$ cat src/rtl/sifh_seq_pkg.sv
// ---------------------------------------------------------------------------
// sifh_seq_pkg
// Shared definitions for the SiFH two-pass frame sequencer.
//   seq_state_e        : sequencer FSM states
//   DEF_*_NUM          : default sizing (timestamps/pixel, pixels, acqs, bins)
//   PASS_COARSE/FINE   : encoding of the pass output
//   cw()               : counter width for a modulus, never below 1 bit
// ---------------------------------------------------------------------------
package sifh_seq_pkg;

    typedef enum logic [2:0] {
        ST_IDLE     = 3'd0,
        ST_CLEAR    = 3'd1,
        ST_ACQ      = 3'd2,
        ST_PASS_END = 3'd3,
        ST_DONE     = 3'd4
    } seq_state_e;

    localparam int DEF_DATA_NUM  = 2;
    localparam int DEF_PIXEL_NUM = 200;
    localparam int DEF_ACQ_NUM   = 33333;
    localparam int DEF_BIN_NUM   = 1024;

    localparam logic PASS_COARSE = 1'b0;
    localparam logic PASS_FINE   = 1'b1;

    // A modulus of 1 still needs a 1-bit register to hold the constant 0.
    function automatic int cw(input int n);
        return (n > 1) ? $clog2(n) : 1;
    endfunction

endpackage

$ cat src/rtl/sifh_wrap_cnt.sv
// ---------------------------------------------------------------------------
// sifh_wrap_cnt
// Modulo-N counter used for the sample, pixel, acquisition and clear-address
// indices of the frame sequencer.
// Ports:
//   clk      in   clock, rising edge
//   res      in   asynchronous active-low reset (count -> 0)
//   inc_i    in   advance by one this cycle
//   clr_i    in   synchronous return to 0 (wins over inc_i)
//   count_o  out  current count, 0..N-1
//   wrap_o   out  combinational: count is N-1 and inc_i is high, i.e. the
//                 counter returns to 0 at the coming edge; used as the carry
//                 into the next counter of a chain
// ---------------------------------------------------------------------------
module sifh_wrap_cnt #(
    parameter int N = 2,
    parameter int W = (N > 1) ? $clog2(N) : 1
) (
    input  logic         clk,
    input  logic         res,
    input  logic         inc_i,
    input  logic         clr_i,
    output logic [W-1:0] count_o,
    output logic         wrap_o
);

    localparam logic [W-1:0] MAX = W'(N - 1);

    logic [W-1:0] count_q;
    logic [W-1:0] count_d;
    logic         at_max;

    assign at_max = (count_q == MAX);
    assign wrap_o = inc_i & at_max;

    always_comb begin
        count_d = count_q;
        if (clr_i) begin
            count_d = '0;
        end else if (inc_i) begin
            count_d = at_max ? '0 : count_q + 1'b1;
        end
    end

    always_ff @(posedge clk or negedge res) begin
        if (!res) begin
            count_q <= '0;
        end else begin
            count_q <= count_d;
        end
    end

    assign count_o = count_q;

endmodule

$ cat src/rtl/sifh_frame_sequencer.sv
// ---------------------------------------------------------------------------
// sifh_frame_sequencer
// Control FSM of the two-pass SiFH histogram datapath. Pass 0 (coarse) and
// pass 1 (fine) each run: RAM clear sweep, timestamp acquisition, one
// pass-end cycle. Pass-end of the coarse pass pulses th_update; pass-end of
// the fine pass pulses result_valid, followed by one DONE cycle that pulses
// frame_done.
//
// Build option:
//   SIFH_AUTO_RESTART_EN  when defined, DONE loops straight back into the
//                         coarse clear sweep, so after the first start the
//                         sequencer never returns to IDLE.
//
// Ports:
//   clk           in   system clock, rising edge
//   res           in   asynchronous active-low reset
//   start         in   frame start request, only looked at in IDLE
//   in_valid      in   timestamp present from the TDC front-end
//   in_ready      out  timestamp accepted this cycle (ACQ only)
//   wr_en         out  histogram write strobe = in_valid & in_ready
//   data_idx      out  sample index of the timestamp being accepted
//   pix_idx       out  pixel index of the timestamp being accepted
//   acq_idx       out  acquisition index of the timestamp being accepted
//   pass          out  0 = coarse pass, 1 = fine pass
//   clr_en        out  RAM clear write strobe
//   clr_addr      out  RAM address being cleared
//   th_update     out  1-cycle pulse at the end of the coarse pass
//   result_valid  out  1-cycle pulse at the end of the fine pass
//   busy          out  high in every state except IDLE
//   frame_done    out  1-cycle pulse at the end of the frame
// ---------------------------------------------------------------------------
module sifh_frame_sequencer
    import sifh_seq_pkg::*;
#(
    parameter int DATA_NUM  = DEF_DATA_NUM,
    parameter int PIXEL_NUM = DEF_PIXEL_NUM,
    parameter int ACQ_NUM   = DEF_ACQ_NUM,
    parameter int BIN_NUM   = DEF_BIN_NUM
) (
    input  logic                      clk,
    input  logic                      res,
    input  logic                      start,
    input  logic                      in_valid,
    output logic                      in_ready,
    output logic                      wr_en,
    output logic [cw(DATA_NUM)-1:0]   data_idx,
    output logic [cw(PIXEL_NUM)-1:0]  pix_idx,
    output logic [cw(ACQ_NUM)-1:0]    acq_idx,
    output logic                      pass,
    output logic                      clr_en,
    output logic [cw(BIN_NUM)-1:0]    clr_addr,
    output logic                      th_update,
    output logic                      result_valid,
    output logic                      busy,
    output logic                      frame_done
);

    localparam int DW = cw(DATA_NUM);
    localparam int PW = cw(PIXEL_NUM);
    localparam int AW = cw(ACQ_NUM);
    localparam int CW = cw(BIN_NUM);

    seq_state_e state_q;
    seq_state_e state_d;
    logic       pass_q;
    logic       pass_d;

    logic       data_wrap;
    logic       pix_wrap;
    logic       acq_wrap;
    logic       clr_wrap;
    logic       cnt_park;

    // Strobes that feed the counters come straight from the state register,
    // keeping the counter wrap outputs free of any path back through the
    // next-state logic.
    assign in_ready = (state_q == ST_ACQ);
    assign wr_en    = in_valid & in_ready;
    assign clr_en   = (state_q == ST_CLEAR);
    assign busy     = (state_q != ST_IDLE);
    assign pass     = pass_q;

    // All counters wrap back to 0 on their own at the end of every sweep;
    // holding them at 0 in IDLE just guarantees a clean start.
    assign cnt_park = (state_q == ST_IDLE);

    // Index chain: sample carries into pixel, pixel carries into acquisition.
    // The acquisition wrap is therefore the final accept of the pass.
    sifh_wrap_cnt #(.N(DATA_NUM), .W(DW)) u_data_cnt (
        .clk     (clk),
        .res     (res),
        .inc_i   (wr_en),
        .clr_i   (cnt_park),
        .count_o (data_idx),
        .wrap_o  (data_wrap)
    );

    sifh_wrap_cnt #(.N(PIXEL_NUM), .W(PW)) u_pix_cnt (
        .clk     (clk),
        .res     (res),
        .inc_i   (data_wrap),
        .clr_i   (cnt_park),
        .count_o (pix_idx),
        .wrap_o  (pix_wrap)
    );

    sifh_wrap_cnt #(.N(ACQ_NUM), .W(AW)) u_acq_cnt (
        .clk     (clk),
        .res     (res),
        .inc_i   (pix_wrap),
        .clr_i   (cnt_park),
        .count_o (acq_idx),
        .wrap_o  (acq_wrap)
    );

    sifh_wrap_cnt #(.N(BIN_NUM), .W(CW)) u_clr_cnt (
        .clk     (clk),
        .res     (res),
        .inc_i   (clr_en),
        .clr_i   (cnt_park),
        .count_o (clr_addr),
        .wrap_o  (clr_wrap)
    );

    // Next-state and inter-pass pulses. PASS_END and DONE each last exactly
    // one cycle, so th_update/result_valid/frame_done are single-cycle pulses
    // that can never overlap wr_en (ACQ) or clr_en (CLEAR).
    always_comb begin
        state_d      = state_q;
        pass_d       = pass_q;
        th_update    = 1'b0;
        result_valid = 1'b0;
        frame_done   = 1'b0;
        case (state_q)
            ST_IDLE: begin
                if (start) begin
                    state_d = ST_CLEAR;
                    pass_d  = PASS_COARSE;
                end
            end
            ST_CLEAR: begin
                if (clr_wrap) begin
                    state_d = ST_ACQ;
                end
            end
            ST_ACQ: begin
                if (acq_wrap) begin
                    state_d = ST_PASS_END;
                end
            end
            ST_PASS_END: begin
                if (pass_q == PASS_COARSE) begin
                    th_update = 1'b1;
                    pass_d    = PASS_FINE;
                    state_d   = ST_CLEAR;
                end else begin
                    result_valid = 1'b1;
                    state_d      = ST_DONE;
                end
            end
            ST_DONE: begin
                frame_done = 1'b1;
                pass_d     = PASS_COARSE;
`ifdef SIFH_AUTO_RESTART_EN
                state_d    = ST_CLEAR;
`else
                state_d    = ST_IDLE;
`endif
            end
            default: begin
                state_d = ST_IDLE;
                pass_d  = PASS_COARSE;
            end
        endcase
    end

    always_ff @(posedge clk or negedge res) begin
        if (!res) begin
            state_q <= ST_IDLE;
            pass_q  <= PASS_COARSE;
        end else begin
            state_q <= state_d;
            pass_q  <= pass_d;
        end
    end

endmodule

$ cat config.mk
export PLATFORM = sky130hd
export DESIGN_NAME = sifh_frame_sequencer
export DESIGN_NICKNAME = d
export VERILOG_FILES = /design/src/rtl/sifh_seq_pkg.sv /design/src/rtl/sifh_wrap_cnt.sv /design/src/rtl/sifh_frame_sequencer.sv
export SDC_FILE = /design/constraint.sdc
export NUM_CORES = 1
export LEC_CHECK = 0
export BUFFER_PORTS_ARGS = -buffer_cell sky130_fd_sc_hd__buf_2
export CORE_MARGIN = 2
export CORE_UTILIZATION = 30
export CTS_CLUSTER_DIAMETER = 60
export DETAILED_ROUTE_END_ITERATION = 7
export PLACE_DENSITY_LB_ADDON = 0.1
export SYNTH_ARGS = -nofsm -noshare
export SYNTH_HDL_FRONTEND = slang
export SYNTH_SLANG_ARGS = --single-unit
$ cat constraint.sdc
create_clock -name clk -period 2.4 [get_ports clk]
set_clock_uncertainty 0.15 [all_clocks]
set_input_delay 0.72 -clock clk [delete_from_list [all_inputs] [get_ports clk]]
set_output_delay 0.72 -clock clk [all_outputs]
set_load 0.03 [all_outputs]
Word-level counts from Yosys, hierarchy flattened --
Index checks and enable logic that the tools add are counted.
Storage, ports and cells: register bits after elaboration 39, bits in latches 0, RAM bits 0, bits in read-only memories 0, input bits 4, output and inout port bits 43, memories 0
Operators by class: $add $sub $neg 4, multipliers 0, div/mod/pow operators 0, magnitude comparators 0, equal/unequal tests 10, shifts and indexed selects 0, mux-type cells 24, bitwise logic cells 6, reduce and logical (&&, ||, !) cells 9
Operator list (count):
- two-way mux 16 bit | 3
- two-way mux 10 bit | 3
- two-way mux 8 bit | 3
- adder 16 x 1 -> 16 bit, second input constant | 1
- equality test 16 bit, second input constant | 1
- two-way mux 3 bit | 4
- one-hot mux 3 bit (4 select lines) | 1
- adder 10 x 1 -> 10 bit, second input constant | 1
- equality test 10 bit, second input constant | 1
- two-way mux 1 bit | 9
- adder 8 x 1 -> 8 bit, second input constant | 1
- equality test 8 bit, second input constant | 1
- nonzero test 2 bit | 4
- equality test 3 x 2 -> 1 bit, second input constant | 2
- AND 1 bit | 5
- != test 2 bit, second input constant | 2
- equality test 3 x 1 -> 1 bit, second input constant | 1
- equality test 3 bit, second input constant | 1
- zero test 3 bit | 1
- one-hot mux 1 bit (3 select lines) | 1
- AND reduction 3 bit | 1
- nonzero test 3 bit | 1
- != test 2 x 1 -> 1 bit, second input constant | 1
- AND reduction 2 bit | 1
- other kinds (3) | 3

Longest topological paths before layout --
Gate-level depths: netlist (run 1).
depth after elaboration 7, gate-level depth with buffers 7

Hierarchy --
Synthesis (run 1) repeated with hierarchy kept, for this count alone.
Second synthesis, totals: cell total of the unflattened synthesis 242, area, all modules 2296.0 um2
By module, submodules not included:
- sifh_wrap_cnt at u_acq_cnt | instances 1, cells an instance 104, area each 980.9 um2, sequential area each 400.4 um2
- sifh_wrap_cnt at u_clr_cnt | instances 1, cells an instance 59, area each 555.5 um2, sequential area each 250.2 um2
- sifh_wrap_cnt at u_pix_cnt | instances 1, cells an instance 48, area each 445.4 um2, sequential area each 200.2 um2
- sifh_frame_sequencer | instances 1, cells an instance 27, area each 269.0 um2, sequential area each 100.1 um2
- sifh_wrap_cnt at u_data_cnt | instances 1, cells an instance 4, area each 45.0 um2, sequential area each 25.0 um2

Least setup slack after synthesis (run 1) --
Ideal clock, no wire load.
kind reg-to-output, from reg state_q[0], to out result_valid, data arrival time 1.568 ns, required time 1.530 ns, path slack -0.038 ns, cell stages (with the launch flop) 4, buffers on the path 1, cells stage by stage dfrtp_1 clkbuf_1 nand2_1 nor3b_1
Between the ends: cells in the longest elaborated chain, start to end 2
Ends and longest elaborated chain:
- from (decl) | RTL line sifh_frame_sequencer.sv:63 | seq_state_e state_q;
- from (signal assigned) | RTL line sifh_frame_sequencer.sv:182 | state_q <= state_d;
- equality test 3 x 2 -> 1 bit | RTL line sifh_frame_sequencer.sv:134 | case (state_q)
- two-way mux 1 bit | RTL line sifh_frame_sequencer.sv:134
- to (decl) | RTL line sifh_frame_sequencer.sv:53 | output logic result_valid,
No other way between the ends.

Worst setup path after layout (run 1) --
from reg state_q[0], to out frame_done
Between the ends: cells in the longest elaborated chain, start to end 2
Ends and longest elaborated chain:
- equality test 3 bit | RTL line sifh_frame_sequencer.sv:134
- two-way mux 1 bit | RTL line sifh_frame_sequencer.sv:134
- to (decl) | RTL line sifh_frame_sequencer.sv:55 | output logic frame_done
No other way between the ends.

==> results of run 1 <==
-- state kept, by name, indices dropped and copies added (netlist names) --
name / count
u_acq_cnt.count_o: 16
u_clr_cnt.count_o: 10
u_pix_cnt.count_o: 8
state_q: 3
pass: 1
u_data_cnt.count_o: 1
-- worst max path at each step --
stage                                  endpoint  cells after the start
after floorplan                       th_update                      3
after global placement    u_acq_cnt.count_o[15]                      6
after detailed placement  u_acq_cnt.count_o[15]                      6
after CTS                          result_valid                      4
after global routing                  th_update                      4
final                                frame_done                      4
-- per-stage QoR --
step                      instances  power [mW]  cell area (um2)  hold slack, ns  utilization (%)
after floorplan                 268       0.670             2360           0.274                -
after global placement          422       0.691             2800           0.371             36.5
after detailed placement        422       0.691             2800           0.368             36.5
after CTS                       430        1.29             2920           0.252             38.0
after global routing            430        1.31             2930           0.272             38.1
final                           430        1.26             2930           0.223             38.1
-- power breakdown --
| part | internal [mW] | switching [mW] | total (mW) | leakage (nW) |
|---|---|---|---|---|
| logic | 0.00410 | 0.0152 | 0.0193 | 0.745 |
| registers | 0.656 | 0 | 0.656 | 0.504 |
| clock network | 0.337 | 0.248 | 0.585 | 0.0612 |
| total | 0.997 | 0.263 | 1.26 | 1.31 |
-- layer usage --
metal,vias up,track usage (%),part of all wire (%)
met5,-,0,0
met2,48,25.9,48
met1,1038,20.6,47
met4,0,4.41,1.1
li1,1087,-,-
met3,7,2.93,3.8
-- cells in the final DEF, fill, tap and decap left out, types with 4 or more instances in the layout --
cell	n
sky130_fd_sc_hd__nor3_1	9
sky130_fd_sc_hd__ha_1	4
sky130_fd_sc_hd__mux2i_1	9
sky130_fd_sc_hd__nor3b_1	5
sky130_fd_sc_hd__nand2_1	26
sky130_fd_sc_hd__o21ai_0	18
sky130_fd_sc_hd__nand3_1	16
sky130_fd_sc_hd__a21o_1	4
sky130_fd_sc_hd__nand4_1	8
sky130_fd_sc_hd__nor2_1	19
sky130_fd_sc_hd__o211ai_1	5
sky130_fd_sc_hd__clkbuf_8	6
sky130_fd_sc_hd__nand2b_1	5
sky130_fd_sc_hd__a21oi_1	14
sky130_fd_sc_hd__and2_1	6
sky130_fd_sc_hd__dfrtp_1	38
sky130_fd_sc_hd__o31ai_1	4
sky130_fd_sc_hd__and3_1	4
sky130_fd_sc_hd__buf_4	19
sky130_fd_sc_hd__and4_1	4
sky130_fd_sc_hd__xnor2_1	5
sky130_fd_sc_hd__inv_1	12
sky130_fd_sc_hd__buf_2	46
-- area by class of cell --
class | count | area, um2
Fill cell | 816 | 4760
Sequential cell | 39 | 977
Clock inverter | 2 | 35.0
Tap cell | 102 | 128
Multi-Input combinational cell | 204 | 1290
Timing Repair Buffer | 65 | 373
Inverter | 12 | 45.0
Clock buffer | 6 | 82.6
-- logic make-up after synthesis --
kind of cell / synth area share [%]
fa+ha+maj: 2.12
buf+inv: 4.35
xor+xnor: 2.60
compound gates: 15.9
mux: 4.30
simple gates: 29.3
flops: 41.4
-- critical path: cells and delay by family, from the launching register on --
family	cells	cell delay (ns)
flops	1	0.45
buf+inv	2	0.37
simple gates	2	0.27
-- repair_timing --
item,4_1_cts,5_1_grt
endpoints found under the hold margin,0,0
setup endpoints to repair,0,3
gates resized for setup,0,2
==> run_summary.xml, run 1 <==
<?xml version="1.0" encoding="UTF-8"?>
<metrics>
  <group name="synthesis">
    <metric name="synth_fp_nets" unit="">276</metric>
    <metric name="syn-mean-instance-area" unit="um2">8.79</metric>
    <metric name="synth_top_area_share" unit="%">41.4</metric>
    <metric name="yosysUniqueCellTypes" unit="">48</metric>
    <metric name="synth.cell_area" unit="um2">2360</metric>
    <metric name="ys_async_sr_fraction" unit="%">100</metric>
    <metric name="synth_top_cell_by_area" unit="">sky130_fd_sc_hd__dfrtp_1</metric>
    <metric name="synth_edf_count" unit="">0</metric>
    <metric name="synth_sequential_area_ratio" unit="%">41.4</metric>
    <metric name="syn_inst" unit="">268</metric>
    <metric name="yosys.cell_count.top_type" unit="">sky130_fd_sc_hd__dfrtp_1</metric>
    <metric name="ys_dominant_reg_cell" unit="">sky130_fd_sc_hd__dfrtp_1</metric>
    <metric name="synth_common_cells" unit="">sky130_fd_sc_hd__dfrtp_1, sky130_fd_sc_hd__nand2_1, sky130_fd_sc_hd__nor2_1</metric>
    <metric name="synth.ff_latch_count" unit="">39</metric>
    <metric name="ys.warnings.count" unit="">0</metric>
    <metric name="yosys-top-cells-area" unit="">sky130_fd_sc_hd__dfrtp_1, sky130_fd_sc_hd__nand2_1, sky130_fd_sc_hd__mux2i_1</metric>
  </group>
  <group name="floorplanning">
    <metric name="die_area" unit="um2">8580</metric>
    <metric name="die_h" unit="um">92.6</metric>
    <metric name="core" unit="um2">7690</metric>
    <metric name="starting_utilization_of_the_core_area" unit="%">30.6</metric>
    <metric name="core.rowCount" unit="">32</metric>
    <metric name="top_level_ports" unit="">47</metric>
    <metric name="die_x" unit="um">92.6</metric>
  </group>
  <group name="status">
    <metric name="status" unit="">completed</metric>
  </group>
  <group name="clocking">
    <metric name="cts_tree" unit="">yes</metric>
    <metric name="cts.repair_timing.setup_buffer_count" unit="">0</metric>
    <metric name="cts_max_level" unit="">2</metric>
    <metric name="cts_made_buffers" unit="">5</metric>
    <metric name="hold_buffers" unit="">0</metric>
    <metric name="max-clock-path-buffers" unit="">2</metric>
    <metric name="cts.clk_slew.worst_paths" unit="ns">0.08</metric>
    <metric name="root_buffer" unit="">sky130_fd_sc_hd__clkbuf_8</metric>
    <metric name="cts.sink_count" unit="">39</metric>
    <metric name="worst_skew_pair.late_latency" unit="ns">0.30</metric>
  </group>
  <group name="routing">
    <metric name="drt_iter0_drc" unit="">96</metric>
    <metric name="wirelength" unit="um">6260</metric>
    <metric name="drt-pass1-iter-count" unit="">4</metric>
    <metric name="drc" unit="">0</metric>
    <metric name="routedWlPerCell" unit="um">14.6</metric>
    <metric name="dr_total_vias" unit="">2180</metric>
    <metric name="detail-route-antenna-nets" unit="">0</metric>
    <metric name="detail_route.vias_per_cell" unit="">5.07</metric>
  </group>
  <group name="sta">
    <metric name="final_hold_viol_count" unit="">0</metric>
    <metric name="rsz0062_at_grt" unit="">false</metric>
    <metric name="min_period" unit="ns">2.26</metric>
    <metric name="report.final.setup_viol" unit="">0</metric>
    <metric name="finalCritPeriodShare" unit="%">94.3</metric>
    <metric name="slew_violations" unit="">0</metric>
    <metric name="timing.final.ws_setup" unit="ns">0.138</metric>
    <metric name="max_clock_freq" unit="MHz">442</metric>
    <metric name="tightest_slew" unit="ns">0.573</metric>
    <metric name="total_negative_slack_for_setup_checks" unit="ns">0</metric>
    <metric name="slew-limit-headroom" unit="%">61.5</metric>
  </group>
  <group name="critical_path">
    <metric name="critPathLaunchType" unit="">flop</metric>
    <metric name="cp_slowest_cell" unit="">sky130_fd_sc_hd__dfrtp_2</metric>
    <metric name="crit-reg2reg-launch" unit="">u_pix_cnt.count_o[4]</metric>
    <metric name="crit_path_end_kind" unit="">output pin</metric>
    <metric name="rr_worst_depth" unit="">5</metric>
    <metric name="critical_path_start_end_classification" unit="">reg2out</metric>
    <metric name="setup.worst_path.start" unit="">state_q[0]</metric>
    <metric name="timing.critical_path.cells" unit="">buf_4 -&gt; nor2_1 -&gt; and2_1 -&gt; buf_2</metric>
    <metric name="critical-path-max-stage-delay" unit="ns">0.45</metric>
    <metric name="worstPathRequired" unit="ns">1.53</metric>
    <metric name="setup.reg_to_reg.worst_slack" unit="ns">0.30</metric>
    <metric name="arrival" unit="ns">1.39</metric>
    <metric name="r2r_end" unit="">u_acq_cnt.count_o[15]</metric>
    <metric name="crit_path_max_fanout" unit="">12</metric>
  </group>
  <group name="worst_hold_path">
    <metric name="holdCritPathClass" unit="">in2async</metric>
  </group>
  <group name="place">
    <metric name="port_buffers" unit="">46</metric>
    <metric name="gp_congestion" unit="">0.749</metric>
    <metric name="place_ws" unit="ns">0.240</metric>
    <metric name="dpl.hpwl" unit="um">4570</metric>
  </group>
  <group name="power_and_ir_drop">
    <metric name="ir_worst_vdd" unit="mV">0.176</metric>
    <metric name="power_density" unit="nW/um2">431</metric>
    <metric name="leakagePower" unit="nW">1.31</metric>
  </group>
  <group name="global_route">
    <metric name="grt.overflow.total" unit="">0</metric>
    <metric name="globalRouteTotalUtil" unit="%">15.5</metric>
    <metric name="grt_start_max_net_pins" unit="">29</metric>
    <metric name="grt_pass1_wl" unit="um">10800</metric>
    <metric name="grt_antenna_before_repair" unit="">0</metric>
    <metric name="grt_pass1_vias" unit="">2135</metric>
  </group>
  <group name="cells_and_area">
    <metric name="areaGrowthSynthToFinish" unit="%">24.3</metric>
    <metric name="insertedDiodeCount" unit="">0</metric>
    <metric name="drive_above_1_share" unit="%">25.6</metric>
    <metric name="fin_nets" unit="">335</metric>
  </group>
  <group name="job">
    <metric name="cap_violations" unit="">0</metric>
  </group>
</metrics>
Power figures use the tool's default switching activity.
==> run 2: changes to the inputs <==
- GPL_TIMING_DRIVEN: unset -> 0
==> run_summary.xml, run 2 (synthesis gave the netlist of run 1 again) <==
<?xml version="1.0" encoding="UTF-8"?>
<metrics>
  <group name="clocking">
    <metric name="cts.sink_count" unit="">39</metric>
    <metric name="cts_made_buffers" unit="">5</metric>
    <metric name="cts_tree" unit="">yes</metric>
    <metric name="root_buffer" unit="">sky130_fd_sc_hd__clkbuf_8</metric>
    <metric name="cts.clk_slew.worst_paths" unit="ns">0.08</metric>
    <metric name="max-clock-path-buffers" unit="">2</metric>
    <metric name="worst_skew_pair.late_latency" unit="ns">0.29</metric>
    <metric name="cts_max_level" unit="">2</metric>
  </group>
  <group name="routing">
    <metric name="wirelength" unit="um">6280</metric>
    <metric name="routedWlPerCell" unit="um">14.6</metric>
    <metric name="drt-pass1-iter-count" unit="">4</metric>
    <metric name="detail-route-antenna-nets" unit="">0</metric>
    <metric name="drc" unit="">0</metric>
    <metric name="detail_route.vias_per_cell" unit="">5.10</metric>
    <metric name="drt_iter0_drc" unit="">93</metric>
    <metric name="dr_total_vias" unit="">2192</metric>
  </group>
  <group name="status">
    <metric name="status" unit="">completed</metric>
  </group>
  <group name="global_route">
    <metric name="grt_pass1_vias" unit="">2117</metric>
    <metric name="globalRouteTotalUtil" unit="%">15.4</metric>
    <metric name="grt_antenna_before_repair" unit="">0</metric>
    <metric name="grt.overflow.total" unit="">0</metric>
    <metric name="grt_start_max_net_pins" unit="">40</metric>
    <metric name="grt_pass1_wl" unit="um">10600</metric>
  </group>
  <group name="cells_and_area">
    <metric name="fin_nets" unit="">335</metric>
    <metric name="num-fill-cells" unit="">831</metric>
    <metric name="layout_commonest_cell" unit="">sky130_fd_sc_hd__buf_2</metric>
    <metric name="largest_register_ff_count" unit="">16</metric>
    <metric name="layout.cells.most_common_list" unit="">sky130_fd_sc_hd__buf_2, sky130_fd_sc_hd__dfrtp_1, sky130_fd_sc_hd__nand2_1</metric>
    <metric name="areaGrowthSynthToFinish" unit="%">22.6</metric>
    <metric name="final_design_area_no_fill" unit="um2">2890</metric>
    <metric name="drive_above_1_share" unit="%">23.8</metric>
    <metric name="insertedDiodeCount" unit="">0</metric>
  </group>
  <group name="place">
    <metric name="gp_congestion" unit="">0.772</metric>
    <metric name="dpl.hpwl" unit="um">4390</metric>
    <metric name="port_buffers" unit="">46</metric>
    <metric name="postPlaceCellArea" unit="um2">2720</metric>
  </group>
  <group name="power_and_ir_drop">
    <metric name="leakagePower" unit="nW">1.27</metric>
    <metric name="seq_power_share" unit="%">59.3</metric>
    <metric name="ir_worst_vdd" unit="mV">0.181</metric>
    <metric name="power_density" unit="nW/um2">384</metric>
    <metric name="clkPwrFrac" unit="%">39.3</metric>
    <metric name="power_switching_share" unit="%">22.1</metric>
    <metric name="internal_power_component" unit="mW">0.863</metric>
    <metric name="share_comb_of_total_power" unit="%">1.5</metric>
    <metric name="power.switching" unit="mW">0.245</metric>
  </group>
  <group name="critical_path">
    <metric name="r2r_end" unit="">u_acq_cnt.count_o[1]</metric>
    <metric name="crit_path_end_kind" unit="">output pin</metric>
    <metric name="setup.worst_path.start" unit="">state_q[0]</metric>
    <metric name="worstPathRequired" unit="ns">1.53</metric>
    <metric name="rr_worst_depth" unit="">6</metric>
    <metric name="critPathLaunchType" unit="">flop</metric>
    <metric name="critical_path.n_buffers_inverters" unit="">2</metric>
    <metric name="arrival" unit="ns">1.47</metric>
    <metric name="crit_cells" unit="">4</metric>
    <metric name="critical-path-max-stage-delay" unit="ns">0.46</metric>
    <metric name="timing.critical_path.to" unit="">wr_en</metric>
    <metric name="crit-reg2reg-launch" unit="">u_pix_cnt.count_o[0]</metric>
    <metric name="critical_path_start_end_classification" unit="">reg2out</metric>
    <metric name="critPathTopFamily" unit="">flip-flops</metric>
    <metric name="timing.critical_path.cells" unit="">buf_4 -&gt; nor3b_4 -&gt; and2_4 -&gt; clkbuf_4</metric>
    <metric name="cp_slowest_cell" unit="">sky130_fd_sc_hd__dfrtp_2</metric>
    <metric name="setup.reg_to_reg.worst_slack" unit="ns">0.22</metric>
    <metric name="crit_path_max_fanout" unit="">6</metric>
  </group>
  <group name="floorplanning">
    <metric name="die_x" unit="um">92.6</metric>
    <metric name="core" unit="um2">7690</metric>
    <metric name="die_area" unit="um2">8580</metric>
    <metric name="die_h" unit="um">92.6</metric>
    <metric name="top_level_ports" unit="">47</metric>
    <metric name="starting_utilization_of_the_core_area" unit="%">30.6</metric>
    <metric name="core.rowCount" unit="">32</metric>
  </group>
  <group name="sta">
    <metric name="tightest_slew" unit="ns">0.903</metric>
    <metric name="finalCritPeriodShare" unit="%">97.5</metric>
    <metric name="report.final.setup_viol" unit="">0</metric>
    <metric name="slew-limit-headroom" unit="%">39.8</metric>
    <metric name="rsz0062_at_grt" unit="">false</metric>
    <metric name="hold-worst-slack" unit="ns">0.380</metric>
    <metric name="final_hold_viol_count" unit="">0</metric>
    <metric name="slew_violations" unit="">0</metric>
    <metric name="min_period" unit="ns">2.34</metric>
    <metric name="max_clock_freq" unit="MHz">428</metric>
  </group>
  <group name="worst_hold_path">
    <metric name="worst_hold_path.num_cells" unit="">1</metric>
    <metric name="holdCritPathClass" unit="">reg2reg</metric>
  </group>
  <group name="job">
    <metric name="cap_violations" unit="">0</metric>
  </group>
</metrics>
## run 2: per-stage QoR
stage                     total power, mW  TNS (ns)  instances  utilization, %  worst slack (ns)
after floorplan                     0.670         0        268               -            0.0225
after global placement              0.687    -0.236        416            35.4            -0.236
after detailed placement            0.687    -0.234        416            35.4            -0.234
after CTS                            1.14         0        426            37.0           0.00207
after global routing                 1.16         0        430            37.6           0.00917
final                                1.11         0        430            37.6            0.0610
## run 2: metal layers
layer  wire [um]  track usage (%)
met5           0                0
met4         155             5.39
met3         222             2.60
met2        2920             25.1
met1        2980             20.6
## run 2: power by group through the flow
| stage | Sequential (mW) | Combinational (mW) | Clock, mW |
|---|---|---|---|
| 3_3_place_gp | 0.670 | 0.0179 | 0 |
| 4_1_cts | 0.656 | 0.0178 | 0.465 |
| 6_report | 0.656 | 0.0161 | 0.435 |
| 2_1_floorplan | 0.670 | 0.000434 | 0 |
| 5_1_grt | 0.656 | 0.0200 | 0.485 |
| 3_5_place_dp | 0.670 | 0.0179 | 0 |
## run 2: how the worst min path moves through the flow
stage / endpoint / from
after floorplan: pass / res
after global placement: u_pix_cnt.count_o[7] / u_pix_cnt.count_o[7]
after detailed placement: u_pix_cnt.count_o[7] / u_pix_cnt.count_o[7]
after CTS: u_pix_cnt.count_o[7] / u_pix_cnt.count_o[7]
after global routing: u_pix_cnt.count_o[7] / u_pix_cnt.count_o[7]
final: u_pix_cnt.count_o[7] / u_pix_cnt.count_o[7]
## run 2: timing repair
| action | CTS | global route |
|---|---|---|
| resized for setup | 11 | 6 |
| cloned | 0 | 0 |
| hold buffers | 0 | 0 |
| setup buffers | 3 | 4 |
| setup endpoints to repair | 6 | 5 |
| pin swaps | 2 | 1 |
## run 2: layout make-up
type | count | area (um2) | share of cell area, %
multi-input cells | 204 | 1300 | 45.1
plain buffers | 12 | 65.1 | 2.25
repair buffers | 53 | 288 | 9.97
well taps | 102 | 128 | 4.42
flip-flops and latches | 39 | 977 | 33.8
clock inverters | 1 | 5.00 | 0.173
inverters | 12 | 47.5 | 1.65
clock buffers | 7 | 76.3 | 2.64
